File: src/rtl/adc_sched_pkg.sv
// Shared types and widths for the ADC channel scheduler.
// Holds the scheduler state encoding, the conversion data width and the
// width of the optional conversion timeout counter (ADC_SCHED_TIMEOUT_EN).
package adc_sched_pkg;

    localparam int DATA_W = 8;
    localparam int TMR_W  = 16;

    typedef enum logic [1:0] {
        ST_IDLE  = 2'd0,
        ST_START = 2'd1,
        ST_CONV  = 2'd2,
        ST_RESP  = 2'd3
    } state_e;

endpackage

File: src/rtl/adc_channel_scheduler_rr_arbiter.sv
// Combinational round-robin arbiter: the requester right after last_i has
// the highest priority, wrapping modulo NUM_REQ.
module rr_arbiter
    import adc_sched_pkg::*;
#(
    parameter int NUM_REQ = 4,
    parameter int IDX_W   = $clog2(NUM_REQ)
) (
    input  logic [NUM_REQ-1:0] req_i,
    input  logic [IDX_W-1:0]   last_i,
    output logic [IDX_W-1:0]   win_o,
    output logic               valid_o
);

    logic [IDX_W-1:0] idx;

    // Scan from lowest to highest priority so the highest-priority hit is written last.
    always_comb begin
        win_o   = '0;
        valid_o = 1'b0;
        idx     = '0;
        for (int i = NUM_REQ; i >= 1; i--) begin
            idx = IDX_W'((int'(last_i) + i) % NUM_REQ);
            if (req_i[idx]) begin
                win_o   = idx;
                valid_o = 1'b1;
            end
        end
    end

endmodule

File: src/rtl/adc_channel_scheduler.sv
// ADC channel scheduler: arbitrates NUM_REQ requesters round-robin onto one
// shared ADC, runs one conversion at a time and returns the result through
// a valid/ready response port.
// Optional build macro ADC_SCHED_TIMEOUT_EN adds a CONV watchdog that aborts
// a conversion after CONV_TIMEOUT cycles and reports rsp_err=1.
module adc_channel_scheduler
    import adc_sched_pkg::*;
#(
    parameter int NUM_REQ      = 4,
    parameter int CONV_TIMEOUT = 300
) (
    input  logic                       clk,
    input  logic                       rst_n,
    input  logic [NUM_REQ-1:0]         req,
    output logic [NUM_REQ-1:0]         gnt,
    output logic                       adc_start,
    output logic [$clog2(NUM_REQ)-1:0] adc_chan,
    input  logic                       adc_done,
    input  logic [DATA_W-1:0]          adc_data,
    output logic                       rsp_valid,
    input  logic                       rsp_ready,
    output logic [$clog2(NUM_REQ)-1:0] rsp_id,
    output logic [DATA_W-1:0]          rsp_data,
    output logic                       rsp_err,
    output logic                       busy
);

    localparam int IDX_W = $clog2(NUM_REQ);

    state_e             state_q, state_d;
    logic [IDX_W-1:0]   chan_q, chan_d;
    logic [IDX_W-1:0]   last_q, last_d;
    logic [DATA_W-1:0]  data_q, data_d;
    logic [IDX_W-1:0]   arb_win;
    logic               arb_vld;
    logic               tmo;

    rr_arbiter #(
        .NUM_REQ (NUM_REQ),
        .IDX_W   (IDX_W)
    ) u_arb (
        .req_i   (req),
        .last_i  (last_q),
        .win_o   (arb_win),
        .valid_o (arb_vld)
    );

`ifdef ADC_SCHED_TIMEOUT_EN
    localparam logic [TMR_W-1:0] TMO_LAST = TMR_W'(CONV_TIMEOUT - 1);

    logic [TMR_W-1:0] tmr_q, tmr_d;
    logic             err_q, err_d;

    // Timer holds zero outside CONV so every conversion starts counting from zero.
    always_comb begin
        tmr_d = '0;
        if (state_q == ST_CONV) begin
            tmr_d = tmr_q + TMR_W'(1);
        end
    end

    assign tmo = (state_q == ST_CONV) && (tmr_q == TMO_LAST);

    // Error flag follows how CONV ended; a done in the expiry cycle still counts as success.
    always_comb begin
        err_d = err_q;
        if (state_q == ST_CONV) begin
            if (adc_done) begin
                err_d = 1'b0;
            end else if (tmo) begin
                err_d = 1'b1;
            end
        end
    end

    // Watchdog counter and error flag registers.
    always_ff @(posedge clk or negedge rst_n) begin
        if (!rst_n) begin
            tmr_q <= '0;
            err_q <= 1'b0;
        end else begin
            tmr_q <= tmr_d;
            err_q <= err_d;
        end
    end

    assign rsp_err = err_q;
`else
    // Without the watchdog the timeout parameter has no effect.
    logic unused_cfg;
    assign unused_cfg = ^{CONV_TIMEOUT, TMR_W};
    assign tmo        = 1'b0;
    assign rsp_err    = 1'b0;
`endif

    // Next-state logic: arbitrate in IDLE, commit the winner in START, capture in CONV.
    always_comb begin
        state_d = state_q;
        chan_d  = chan_q;
        last_d  = last_q;
        data_d  = data_q;
        unique case (state_q)
            ST_IDLE: begin
                if (arb_vld) begin
                    chan_d  = arb_win;
                    state_d = ST_START;
                end
            end
            ST_START: begin
                last_d  = chan_q;
                state_d = ST_CONV;
            end
            ST_CONV: begin
                if (adc_done) begin
                    data_d  = adc_data;
                    state_d = ST_RESP;
                end else if (tmo) begin
                    data_d  = '0;
                    state_d = ST_RESP;
                end
            end
            ST_RESP: begin
                if (rsp_ready) begin
                    state_d = ST_IDLE;
                end
            end
            default: state_d = ST_IDLE;
        endcase
    end

    // State and datapath registers; reset discards any conversion in flight.
    always_ff @(posedge clk or negedge rst_n) begin
        if (!rst_n) begin
            state_q <= ST_IDLE;
            chan_q  <= '0;
            last_q  <= IDX_W'(NUM_REQ - 1);
            data_q  <= '0;
        end else begin
            state_q <= state_d;
            chan_q  <= chan_d;
            last_q  <= last_d;
            data_q  <= data_d;
        end
    end

    // Outputs are decoded from registered state only, so none depend on inputs combinationally.
    assign gnt       = (state_q == ST_START) ? (NUM_REQ'(1) << chan_q) : '0;
    assign adc_start = (state_q == ST_START);
    assign adc_chan  = chan_q;
    assign rsp_valid = (state_q == ST_RESP);
    assign rsp_id    = chan_q;
    assign rsp_data  = data_q;
    assign busy      = (state_q != ST_IDLE);

endmodule

File: config.mk
export PLATFORM = sky130hd
export DESIGN_NAME = adc_channel_scheduler
export DESIGN_NICKNAME = d
export VERILOG_FILES = /design/src/rtl/adc_sched_pkg.sv /design/src/rtl/adc_channel_scheduler_rr_arbiter.sv /design/src/rtl/adc_channel_scheduler.sv
export SDC_FILE = /design/constraint.sdc
export NUM_CORES = 1
export LEC_CHECK = 0
export BUFFER_PORTS_ARGS = -buffer_cell sky130_fd_sc_hd__buf_2
export CAP_MARGIN = 15
export CORE_ASPECT_RATIO = 1.25
export CORE_MARGIN = 2
export CORE_UTILIZATION = 25
export DETAILED_ROUTE_END_ITERATION = 12
export GPL_TIMING_DRIVEN = 0
export PLACE_DENSITY = 0.58
export SETUP_SLACK_MARGIN = 0.1
export SLEW_MARGIN = 15
export SYNTH_ARGS = -nofsm -noshare
export SYNTH_HDL_FRONTEND = slang
export SYNTH_SLANG_ARGS = --single-unit
File: constraint.sdc
create_clock -name clk -period 1.4 [get_ports clk]
set_input_delay 0.14 -clock clk [delete_from_list [all_inputs] [get_ports clk]]
set_output_delay 0.14 -clock clk [all_outputs]
set_load 0.01 [all_outputs]
==> flow_summary.toml, run 1 <==
[floorplan]
num_io_pins = 36
dieWidth_um = 53.2
fp-row-count = 22
start_util = 0.259
core_mm2 = 0.00292
die_y_um = 65.5
die_area_mm2 = 0.00348

[finish]
fin_cells = 146
fin_util = 0.386
fillers = 313
syn2layout_area_growth_pct = 49.0
antenna_cells = 0
fin_nets = 132
drive_gt1_frac = 0.655

[critical_path]
r2r_slack_ns = -0.04
crit_type = "flip-flop to flip-flop"
cpLargestDelayFamily = "flip-flops"
critPathBufInv = 2
critPathArrivalTime_ns = 1.60
cp.required_ns = 1.56
cp_max_fo = 3
slowest_delay_ns = 0.40
r2r_end = "state_q[1]"
r2r_cells = 5
crit_chain = "buf_4 > ha_2 > inv_1 > o221a_4 > mux2_4"
startpoint = "state_q[1]"
startpoint_type = "flip-flop"
cpMaxStageDelayCell = "dfrtp_1"
end_kind = "flip-flop"
reg2reg_from = "state_q[1]"
path_depth = 5

[detailed_routing]
ant_nets = 0
routed_wl_um = 1650
drc_errors = 0
first_pass_iters = 2
routedWlPerCell_um = 11.3
avgViaCountPerCell = 4.47
first_iter_violations = 4
vias = 652

[yosys]
synthFlopType = "dfrtp_1"
syn-num-nets = 87
syn-cell-area_um2 = 756
synth_cell_types = 27
synth_cells = 66
synth_warnings = 0
yosysSeqAreaShare = 0.467
yosysTopAreaCell = "dfrtp_1"
synth.area.top_cells = "dfrtp_1 40%, mux2_2 12%, ha_1 8.3%"
synth_top_area_frac = 0.397
async_flop_share = 1.00
synth_edf_count = 0
ys_ff_latch = 14
syn_avg_cell_area_um2 = 11.5

[clocking]
cts_tree = "built"
cts-root-buf = "clkbuf_4"
clk_pin_slew_ns = 0.09
ctsHtreeMaxLevel = 1
cts_buffers = 3
cts.sinks = 14
clk_latency_ns = 0.27
clockBufferDepth = 2

[global_routing]
grtUsageMet2 = 0.183
grt_use_met1 = 0.121
grt_overflow = 0
grt_antenna_before_repair = 0
grt_busiest_layer = "met2"
grt_usage = 0.102
use_met3 = 0.0205
grt_start_max_net_pins = 15
grt_pass1_wl_um = 2680
grt_pass1_vias = 662

[timing]
fmax_mhz = 696
worst_slack_ns = -0.0359
finalHoldViolations = 0
fin_crit_sh = 1.03
rsz0062_at_grt = "true"
skew_ns = 0.00860
drv_slew = 0
finalCriticalPeriod_ns = 1.44
setup_viol = 2

[placement]
gp_congestion = 0.709
dp_hpwl_um = 1250
dpl.cell_count = 136
portBuffers = 34

[pwr]
ir_worst_vdd_v = 0.000975
power.share.switching = 0.383
pwr-share-comb = 0.575
p_switching_w = 0.000928
p_leak_nw = 0.551
p_seq_frac = 0.330
internal-power_w = 0.00149
powerDensity_mw_per_mm2 = 2150
p_clk_frac = 0.095

[min_path]
hold_class = "primary input to flip-flop"
holdPathStages = 2
holdCritStartpoint = "adc_data[3]"
min_to = "rsp_data[3]"

[status]
status = "finished with violations"
violations = "setup timing"

[job]
drv_cap = 0
==> worst reg2reg max path, stage by stage, from the launching register on <==
cell and delay (ns):
dfrtp_1 0.40, buf_4 0.13, ha_2 0.17, inv_1 0.05
o221a_4 0.29, mux2_4 0.29
==> layout by cell type, fill, tap and decap left out, types with 2 or more instances in the layout <==
master / instances
dfstp_2: 2
inv_2: 2
nand2_1: 3
clkbuf_4: 3
ha_4: 3
buf_4: 8
o21ai_0: 3
buf_2: 34
mux2_2: 8
dfrtp_1: 11
nor2_1: 3
inv_1: 4
==> Yosys cell counts, types with 2 or more instances <==
library cell / count
nand2_1: 5
dfstp_2: 2
ha_1: 5
o21ai_0: 3
buf_4: 3
mux2_2: 8
nor2_1: 3
dfrtp_1: 12
inv_1: 7
==> logic make-up after synthesis <==
kind of cell / synth area share
AND/OR/NAND/NOR: 0.111
multiplexers: 0.152
adder cells (fa/ha/maj): 0.0828
flip-flops: 0.467
buffers and inverters: 0.0646
other: 0.00496
AO/OA/AOI/OAI: 0.118
==> registers in the layout (all words and copies together), names as in the netlist <==
name,count
state_q,2
rsp_data,8
last_q,2
adc_chan,2
==> cell type report <==
cell class,count,area (um^2),share of cell area
Multi-Input combinational cell,42,432,0.383
Sequential cell,14,354,0.314
Tap cell,36,45.0,0.0400
Clock buffer,4,26.3,0.0233
Timing Repair Buffer,40,218,0.193
Inverter,7,28.8,0.0256
Buffer,3,22.5,0.0200
==> metal layers <==
metal,up-vias,routed length (um),share of wire
li1,315,-,-
met1,309,658,0.40
met2,28,864,0.52
met3,0,125,0.076
met4,0,0,0
met5,-,0,0
==> power groups by stage <==
stage	logic [W]	registers (W)	clock network, W
2_1_floorplan	0.000722	0.000846	0
3_3_place_gp	0.00114	0.000788	0
3_5_place_dp	0.00118	0.000796	0
4_1_cts	0.00137	0.000798	0.000246
5_1_grt	0.00154	0.000835	0.000274
6_report	0.00139	0.000799	0.000230
==> how the worst max path moves through the flow <==
stage / slack, ns / to
6_report: -0.04 / state_q[1]
5_1_grt: -0.09 / gnt[3]
4_1_cts: -0.03 / state_q[1]
3_5_place_dp: -0.08 / state_q[1]
3_3_place_gp: -0.08 / state_q[1]
2_1_floorplan: 0.06 / state_q[1]
==> metrics by stage <==
step           TNS [ns]  hold WS, ns  total power, W  worst slack, ns  instance area [um^2]
2_1_floorplan         0       -0.156         0.00157           0.0588                   776
3_3_place_gp    -0.0826       0.0555         0.00193          -0.0826                   991
3_5_place_dp    -0.0799       0.0560         0.00197          -0.0799                   991
4_1_cts         -0.0705       0.0797         0.00241          -0.0267                  1100
5_1_grt          -0.406       0.0751         0.00265          -0.0891                  1130
6_report        -0.0410       0.0936         0.00242          -0.0359                  1130
==> what timing repair did <==
| item | in CTS | in global routing |
|---|---|---|
| pin swaps | 5 | 1 |
| hold buffers | 1 | 0 |
| resized for setup | 9 | 3 |
| endpoints found under the setup margin | 15 | 19 |
| cloned | 0 | 0 |
| endpoints found under the hold margin | 12 | 0 |
| setup buffers | 4 | 1 |
Power figures use the tool's default switching activity.
==> run 2: changes to the inputs <==
- CTS_BUF_LIST: unset -> sky130_fd_sc_hd__clkbuf_8
==> run 2 against run 1 <==
  * The run still ends with setup timing left
  * Non-clock buffer count unchanged
  * Sequential power increased by 2%
  * Wire length increased by 1.7%
  * Final cell count unchanged
  * Utilization increased by 2.3 points
  * Clock skew decreased by 0.0012 ns
==> flow_summary.toml, run 2 (synthesis gave the netlist of run 1 again) <==
[status]
status = "finished with violations"
violations = "setup timing"

[pwr]
p_leak_nw = 0.569
powerDensity_mw_per_mm2 = 2200
power.share.switching = 0.372
ir_worst_vdd_v = 0.00106
p_seq_frac = 0.311
p_clk_frac = 0.124
pwr-share-comb = 0.565
internal-power_w = 0.00165
p_switching_w = 0.000977

[detailed_routing]
routed_wl_um = 1680
avgViaCountPerCell = 4.42
vias = 645
first_pass_iters = 4
routedWlPerCell_um = 11.5
first_iter_violations = 8
drc_errors = 0
ant_nets = 0

[global_routing]
grt_overflow = 0
grt_pass1_vias = 646
grt_pass1_wl_um = 2610
grt_usage = 0.0996
grt_start_max_net_pins = 15
grt_antenna_before_repair = 0

[floorplan]
fp-row-count = 22
num_io_pins = 36
dieWidth_um = 53.2
die_y_um = 65.5
start_util = 0.259
core_mm2 = 0.00292
die_area_mm2 = 0.00348

[critical_path]
path_depth = 4
r2r_cells = 5
crit_end = "gnt[2]"
cp_max_fo = 7
critPathArrivalTime_ns = 1.27
cpMaxStageDelayCell = "dfrtp_1"
crit_type = "flip-flop to output pin"
end_kind = "output pin"
crit_chain = "buf_6 > ha_4 > and3b_1 > buf_2"
reg2reg_from = "state_q[0]"
startpoint_type = "flip-flop"
r2r_end = "state_q[1]"
startpoint = "state_q[0]"
critPathBufInv = 2
cpLargestDelayFamily = "flip-flops"
r2r_slack_ns = -0.009
slowest_delay_ns = 0.42
cp.required_ns = 1.26

[finish]
syn2layout_area_growth_pct = 57.9
fillers = 297
layout_commonest_cell = "buf_2"
fin_area_mm2 = 0.00119
fin_nets = 132
fin_util = 0.409
drive_gt1_frac = 0.682
final_cell_mix = "32 x buf_2, 11 x dfrtp_1, 8 x mux2_2"
largest_register_ffs = 8
antenna_cells = 0

[clocking]
clockBufferDepth = 2
cts.sinks = 14
cts-root-buf = "clkbuf_8"
clk_pin_slew_ns = 0.06
cts_tree = "built"
ctsHtreeMaxLevel = 1
clk_latency_ns = 0.24
cts_buffers = 3

[placement]
gp_congestion = 0.709
dpl-instance-area_um2 = 991
dp_hpwl_um = 1250
portBuffers = 34

[min_path]
holdCritStartpoint = "adc_data[3]"
hold_class = "primary input to flip-flop"

[timing]
final.setup.tns_ns = -0.0158
rsz0062_at_grt = "true"
finalCriticalPeriod_ns = 1.41
worst_slack_ns = -0.00916
fin_crit_sh = 1.01
finalHoldViolations = 0
setup_viol = 2
skew_ns = 0.00736
fmax_mhz = 710
drv_slew = 0

[job]
drv_cap = 0
==> run 2: changes by cell type in the layout (fill, tap and decap cells not counted), sizes merged <==
cell / change
clkbuf: -1
inv: +1
==> run 2: worst min-delay path by stage <==
stage / cells after the start / to
after CTS: 2 / rsp_data[3]
after detailed placement: 1 / adc_chan[0]
after global placement: 1 / adc_chan[0]
after global routing: 2 / rsp_data[0]
final: 2 / rsp_data[3]
after floorplan: 0 / adc_chan[0]
==> run 2: what timing repair did <==
| item | in CTS | in global routing |
|---|---|---|
| hold buffers | 1 | 0 |
| pin swaps | 4 | 6 |
| gates resized for setup | 6 | 16 |
| endpoints found under the hold margin | 12 | 0 |
| setup endpoints to repair | 14 | 18 |
| buffers inserted | 3 | 2 |
==> run 2: cell type report <==
| type | instances | area (um^2) | share of cell area |
|---|---|---|---|
| Timing Repair Buffer | 40 | 238 | 0.199 |
| Inverter | 7 | 31.3 | 0.0262 |
| Clock inverter | 1 | 3.75 | 0.00314 |
| Sequential cell | 14 | 354 | 0.297 |
| Buffer | 3 | 22.5 | 0.0189 |
| Clock buffer | 3 | 41.3 | 0.0346 |
| Multi-Input combinational cell | 42 | 458 | 0.384 |
| Tap cell | 36 | 45.0 | 0.0377 |
==> run 2: power by group through the flow <==
stage,sequential [W],combinational [W],clock (W)
4_1_cts,0.000796,0.00130,0.000340
6_report,0.000816,0.00148,0.000325
3_5_place_dp,0.000796,0.00118,0
2_1_floorplan,0.000846,0.000722,0
3_3_place_gp,0.000788,0.00114,0
5_1_grt,0.000855,0.00163,0.000366
==> run 2: per-layer routing <==
metal	share of wire	vias up	global-route usage	routed length (um)
li1	-	313	-	-
met1	0.41	306	0.118	694
met2	0.52	26	0.177	871
met3	0.066	0	0.0205	111
met4	0	0	0.0288	0
met5	0	-	0	0
==> run 2: per-stage QoR <==
step                hold WS, ns  cells  setup slack [ns]  total power, W
finish                    0.128    146          -0.00916         0.00262
global placement         0.0555    136           -0.0826         0.00193
global route              0.123    146           -0.0643         0.00285
detailed placement       0.0560    136           -0.0799         0.00197
floorplan                -0.156     66            0.0588         0.00157
CTS                       0.121    144          -0.00949         0.00244
